### config.mk
export PLATFORM = sky130hd
export DESIGN_NAME = bus_arbiter
export DESIGN_NICKNAME = d
export VERILOG_FILES = /design/src/rtl/bus_arbiter.sv
export SDC_FILE = /design/constraint.sdc
export NUM_CORES = 1
export LEC_CHECK = 0
export BUFFER_PORTS_ARGS = -buffer_cell sky130_fd_sc_hd__buf_2
export CAP_MARGIN = 0
export CORE_UTILIZATION = 40
export DETAILED_ROUTE_END_ITERATION = 10
export GPL_TIMING_DRIVEN = 0
export PLACE_DENSITY = 0.8
export SLEW_MARGIN = 40
export SYNTH_ARGS = -nofsm -noshare
export SYNTH_HDL_FRONTEND = slang
export SYNTH_SLANG_ARGS = --single-unit
### constraint.sdc
create_clock -name clk -period 1.6 [get_ports clk]
set_clock_uncertainty 0.15 [all_clocks]
set_input_delay 0.16 -clock clk [delete_from_list [all_inputs] [get_ports clk]]
set_output_delay 0.16 -clock clk [all_outputs]
set_load 0.01 [all_outputs]
### src/rtl/bus_arbiter.sv
// -----------------------------------------------------------------------------
// bus_arbiter
//   Shares one external memory bus between instruction fetch (IF) and the
//   data-memory stage (MEM). One bus transaction at a time: IDLE grants,
//   BUSY waits for bus_ack_i, DONE pulses the owner's ack for one cycle.
//   Ties alternate against the previous owner (MEM wins the first tie).
//   A flush during an IF transaction lets the bus cycle finish but drops
//   the fetched word and its ack.
//
// Optional feature macro: BUS_TIMEOUT_EN
//   Defined   -> a BUSY-cycle counter aborts after TIMEOUT_CYCLES cycles
//                without bus_ack_i, loads 0 into the owner's data register
//                and pulses bus_err_o together with the owner's ack.
//   Undefined -> BUSY waits indefinitely, bus_err_o is tied 0.
//
// Ports:
//   clk, rst                 clock, synchronous active-high reset
//   if_req_i/if_addr_i       IF read request and fetch address
//   if_data_o/if_ack_o       fetched word and one-cycle completion pulse
//   mem_req_i/mem_we_i/mem_sel_i/mem_addr_i/mem_data_i  MEM access request
//   mem_data_o/mem_ack_o     load data and one-cycle completion pulse
//   flush_i                  pipeline flush from ctrl
//   bus_ce_o/bus_we_o/bus_sel_o/bus_addr_o/bus_data_o   bus master outputs
//   bus_data_i/bus_ack_i     bus read data and completion
//   bus_err_o                timeout pulse
//   stallreq_if_o/stallreq_mem_o  per-stage stall requests to ctrl
// -----------------------------------------------------------------------------
module bus_arbiter #(
    parameter int ADDR_W         = 32,
    parameter int DATA_W         = 32,
    parameter int TIMEOUT_CYCLES = 255
) (
    input  logic              clk,
    input  logic              rst,
    input  logic              if_req_i,
    input  logic [ADDR_W-1:0] if_addr_i,
    output logic [DATA_W-1:0] if_data_o,
    output logic              if_ack_o,
    input  logic              mem_req_i,
    input  logic              mem_we_i,
    input  logic [3:0]        mem_sel_i,
    input  logic [ADDR_W-1:0] mem_addr_i,
    input  logic [DATA_W-1:0] mem_data_i,
    output logic [DATA_W-1:0] mem_data_o,
    output logic              mem_ack_o,
    input  logic              flush_i,
    output logic              bus_ce_o,
    output logic              bus_we_o,
    output logic [3:0]        bus_sel_o,
    output logic [ADDR_W-1:0] bus_addr_o,
    output logic [DATA_W-1:0] bus_data_o,
    input  logic [DATA_W-1:0] bus_data_i,
    input  logic              bus_ack_i,
    output logic              bus_err_o,
    output logic              stallreq_if_o,
    output logic              stallreq_mem_o
);

    typedef enum logic [1:0] {IDLE, BUSY, DONE} state_t;

    localparam logic OWN_IF  = 1'b0;
    localparam logic OWN_MEM = 1'b1;

    state_t state, state_nxt;
    logic   owner, last_owner;
    logic   drop;          // current IF transaction was flushed
    logic   if_cand, mem_cand, grant_any, grant_mem;
    logic   timeout_hit;

    // A flushed IF request is not a candidate; MEM always is.
    assign if_cand   = if_req_i & ~flush_i;
    assign mem_cand  = mem_req_i;
    assign grant_any = if_cand | mem_cand;
    // On a tie the requester that did not own the bus last time wins.
    assign grant_mem = mem_cand & (~if_cand | (last_owner == OWN_IF));

    assign if_ack_o  = (state == DONE) && (owner == OWN_IF) && !drop;
    assign mem_ack_o = (state == DONE) && (owner == OWN_MEM);

    assign stallreq_if_o  = if_req_i & ~if_ack_o & ~flush_i;
    assign stallreq_mem_o = mem_req_i & ~mem_ack_o;

`ifdef BUS_TIMEOUT_EN
    localparam int CNT_W = ($clog2(TIMEOUT_CYCLES + 1) > 8) ? $clog2(TIMEOUT_CYCLES + 1) : 8;

    logic [CNT_W-1:0] cnt;
    logic             err;

    // Abort on the cycle the count would reach TIMEOUT_CYCLES.
    assign timeout_hit = (state == BUSY) && !bus_ack_i &&
                         (cnt == CNT_W'(TIMEOUT_CYCLES - 1));
    assign bus_err_o   = (state == DONE) && err;

    always_ff @(posedge clk) begin
        if (rst) begin
            cnt <= '0;
            err <= 1'b0;
        end else begin
            case (state)
                IDLE: begin
                    cnt <= '0;
                    err <= 1'b0;
                end
                BUSY: begin
                    if (!bus_ack_i) cnt <= cnt + 1'b1;
                    if (timeout_hit) err <= 1'b1;
                end
                default: err <= 1'b0;
            endcase
        end
    end
`else
    assign timeout_hit = 1'b0;
    assign bus_err_o   = 1'b0;
`endif

    always_comb begin
        state_nxt = state;
        case (state)
            IDLE:    if (grant_any) state_nxt = BUSY;
            BUSY:    if (bus_ack_i || timeout_hit) state_nxt = DONE;
            DONE:    state_nxt = IDLE;
            default: state_nxt = IDLE;
        endcase
    end

    always_ff @(posedge clk) begin
        if (rst) begin
            state      <= IDLE;
            owner      <= OWN_IF;
            last_owner <= OWN_IF;
            drop       <= 1'b0;
            bus_ce_o   <= 1'b0;
            bus_we_o   <= 1'b0;
            bus_sel_o  <= 4'b0000;
            bus_addr_o <= '0;
            bus_data_o <= '0;
            if_data_o  <= '0;
            mem_data_o <= '0;
        end else begin
            state <= state_nxt;
            case (state)
                IDLE: begin
                    drop <= 1'b0;
                    if (grant_any) begin
                        owner    <= grant_mem;
                        bus_ce_o <= 1'b1;
                        if (grant_mem) begin
                            bus_we_o   <= mem_we_i;
                            bus_sel_o  <= mem_sel_i;
                            bus_addr_o <= mem_addr_i;
                            bus_data_o <= mem_data_i;
                        end else begin
                            bus_we_o   <= 1'b0;
                            bus_sel_o  <= 4'b1111;
                            bus_addr_o <= if_addr_i;
                            bus_data_o <= '0;
                        end
                    end
                end
                BUSY: begin
                    if ((owner == OWN_IF) && flush_i) drop <= 1'b1;
                    if (bus_ack_i || timeout_hit) begin
                        bus_ce_o   <= 1'b0;
                        last_owner <= owner;
                        // A flush in the completing cycle also drops the word.
                        if (owner == OWN_IF) begin
                            if (!drop && !flush_i)
                                if_data_o <= bus_ack_i ? bus_data_i : '0;
                        end else if (!bus_ack_i) begin
                            mem_data_o <= '0;
                        end else if (!bus_we_o) begin
                            mem_data_o <= bus_data_i;
                        end
                    end
                end
                DONE:    drop <= 1'b0;
                default: ;
            endcase
        end
    end

endmodule

==> impl_metrics.csv <==
group,metric,value,unit
run_status,status,"finished, violations left",
run_status,violations,"negative setup slack",
logic_synthesis,syn-num-nets,792,
detailed_routing,dr_total_vias,6883,
clocking,cts.clk_slew.worst_paths,0.06,ns
logic_synthesis,avgSynthCellArea,7.95,um^2
logic_synthesis,synth.ff_latch_count,139,
global_route,grt_max_degree,17,
sta,slew_headroom,0.452,
critical_path,r2r-end,"bus_addr_o[5]$_SDFFE_PP0P_",
sta,slew_viol_final,0,
global_route,grt.busiest_layer,"met2",
worst_hold_path,whs_endpoint,"owner$_SDFFE_PP0P_",
logic_synthesis,synth_edf_count,0,
sta,fin_ws,-0.277,ns
logic_synthesis,synth_top_cell_by_area,"dfxtp_1",
run,cap_violations,0,
clocking,cts_max_level,4,
detailed_routing,postRouteAntennaNets,0,
die,ioPinCount,278,
sta,tightest_slew,0.823,ns
logic_synthesis,synth-async-reset-ratio,0,
worst_hold_path,hp-class,"primary input to register",
clocking,cts_buffer_depth,2,
detailed_routing,wl,23.8,mm
global_route,grt_util_met1,0.338,
logic_synthesis,ys.flop_type,"dfxtp_1",
logic_synthesis,synth.area.top_cells,"dfxtp_1 54%, nand2_1 14%, a21oi_1 13%, a211oi_1 4.6%, nand3_1 3.3%",
die,rows,41,
global_route,gr-total-overflow,0,
die,die_area,13400,um^2
logic_synthesis,synth_top_cell_area_share,0.536,
sta,fmax,533,MHz
critical_path,r2r_cells,6,
detailed_routing,drtPass1Iterations,5,
pwr,ir_drop,805,uV
pwr,switching_share,0.267,
global_route,grt_antenna_before_repair,1,
cells_and_area,finalInstanceArea,9430,um^2
global_route,grt_pass1_vias,6721,
cells_and_area,instances_no_fill,1285,
critical_path,r2r-start,"state[1]$_SDFFE_PP0P_",
worst_hold_path,hold_depth,3,
critical_path,critPathCaptureType,"register",
cells_and_area,final_util,0.747,
cells_and_area,regArea,2790,um^2
die,die_h,116,um
critical_path,startpoint_type,"register",
placed_design,place_inst,1100,
detailed_routing,wl_per_cell,18.5,um
die,coreArea,12600,um^2
critical_path,worst-path-max-fanout,5,
critical_path,path_class,"register to register",
pwr,p_comb_frac,0.174,
critical_path,worstPathArrival,2.01,ns
placed_design,place_ws,-0.283,ns
logic_synthesis,syn_inst,653,
pwr,p_seq_frac,0.392,
pwr,power_frac_clock,0.435,
cells_and_area,final.fill_count,862,
placed_design,gp_congestion,0.871,
detailed_routing,drtIter0Drc,596,
sta,period_share,1.17,
worst_hold_path,hp-start,"mem_req_i",
die,start_util,0.412,
global_route,grt_use_met3,0.0873,
sta,min_period,1.88,ns
clocking,clk_latency,0.41,ns
sta,fin_hold_ws,0.0579,ns
global_route,grt_pass1_wl,33.2,mm
global_route,met2_usage,0.562,
critical_path,reg2reg_slack,-0.28,ns
sta,hold_viol,0,
cells_and_area,fin_nets,1238,
cells_and_area,multi_input_area,2480,um^2
clocking,clockRootBuffer,"clkbuf_16",
pwr,power.density,1020,nW/um^2
critical_path,crit_required,1.73,ns
logic_synthesis,yosysUniqueCellTypes,29,
sta,grt_setup_unrepaired,"yes",
logic_synthesis,ys_seq_area_frac,0.536,
clocking,cts.sinks,139,
pwr,cellLeakagePower,4.31,nW
clocking,cts_tree,"built",
placed_design,place_area,6790,um^2
logic_synthesis,yosys_warnings,0,
cells_and_area,drive_gt1_frac,0.390,
global_route,track_usage,0.324,
clocking,numCtsBuffers,17,
pwr,power_report.internal_total,7.06,mW
pwr,totalPowerFinal,9.63,mW
sta,setup_viol,97,
die,die_x,116,um
logic_synthesis,synth_area,5190,um^2
pwr,p_switching,2.57,mW
detailed_routing,drc,0,
detailed_routing,avgViaCountPerCell,5.36,
placed_design,post-dp-hpwl,12.8,mm
cells_and_area,areaGrowthSynthToFinish,81.6,%
sta,tns,-8.19,ns
placed_design,portBuffers,275,
-- worst max-delay path by stage --
stage                                startpoint                           to
after floorplan              owner$_SDFFE_PP0P_    if_data_o[0]$_SDFFE_PP0P_
after global placement       owner$_SDFFE_PP0P_   mem_data_o[4]$_SDFFE_PP0P_
after detailed placement  state[0]$_SDFFE_PP0P_  bus_addr_o[21]$_SDFFE_PP0P_
after CTS                 state[1]$_SDFFE_PP0P_    if_data_o[6]$_SDFFE_PP0P_
after global routing      state[1]$_SDFFE_PP0P_   bus_addr_o[5]$_SDFFE_PP0P_
final                     state[1]$_SDFFE_PP0P_   bus_addr_o[5]$_SDFFE_PP0P_
-- cells by family after synthesis --
family / share of synthesized area
other cells: 0.000722
mux: 0.00193
buf+inv: 0.0513
simple gates: 0.227
flops: 0.536
compound gates: 0.183
-- synth_stat cells, drive strengths merged, types with 2 or more instances --
cell / count
nand2: 196
dfxtp: 139
a21oi: 134
nor2: 42
nand3: 34
a211oi: 32
clkbuf: 28
buf: 27
o22ai: 4
nand3b: 2
nor3b: 2
or3b: 2
-- flip-flops by register name (all words and copies together) (netlist names) --
| register | count |
|---|---|
| bus_addr_o | 32 |
| bus_ce_o | 1 |
| bus_data_o | 32 |
| bus_sel_o | 4 |
| bus_we_o | 1 |
| drop | 1 |
| if_data_o | 32 |
| last_owner | 1 |
| mem_data_o | 32 |
| owner | 1 |
| state | 2 |
-- layout make-up --
| type | count | share of cell area |
|---|---|---|
| Timing Repair Buffer | 430 | 0.312 |
| Sequential cell | 139 | 0.296 |
| Multi-Input combinational cell | 458 | 0.263 |
| Clock buffer | 19 | 0.0470 |
| Buffer | 52 | 0.0399 |
| Tap cell | 172 | 0.0228 |
| Clock inverter | 13 | 0.0184 |
| Inverter | 1 | 0.000398 |
| Antenna cell | 1 | 0.000265 |
-- power by group through the flow --
| stage | sequential [mW] | clock (mW) | combinational, mW |
|---|---|---|---|
| detailed placement | 3.81 | 0 | 1.13 |
| floorplan | 3.89 | 0 | 0.514 |
| global placement | 3.80 | 0 | 1.12 |
| finish | 3.77 | 4.19 | 1.67 |
| CTS | 3.75 | 4.16 | 1.44 |
| global route | 3.78 | 4.35 | 1.77 |
-- placed cells by master (no fill, tap or decap), types with 5 or more instances in the layout --
cell	instances
clkbuf_16	19
a211oi_1	28
buf_2	279
clkinv_2	6
dfxtp_1	136
nand2_2	10
clkbuf_4	5
buf_4	21
clkbuf_1	16
nand2_1	168
buf_6	14
clkbuf_2	5
nand2_4	18
a21oi_2	28
nand3_1	34
dlygate4sd3_1	136
a21oi_1	106
nor2_1	41
-- worst max-delay path, cell delays in order, from the launching register on --
cell and delay, ns:
dfxtp_4 0.36, nor2_2 0.16, a21boi_4 0.30, buf_6 0.16
buf_4 0.15, nor2_1 0.07, a211oi_1 0.39
-- what timing repair did --
item / in CTS / in global routing
hold endpoints to repair: 135 / 0
setup endpoints to repair: 139 / 137
pin swaps: 3 / 44
cloned: 1 / 2
hold buffers: 136 / 0
gates resized for setup: 41 / 119
buffers inserted: 5 / 11
-- layer usage --
layer	vias to the layer above	wire, um
met5	-	0
met4	0	1660
met3	158	2200
met2	500	11600
met1	3141	8360
li1	3084	-
No activity file was read; power rests on OpenSTA's default activity.
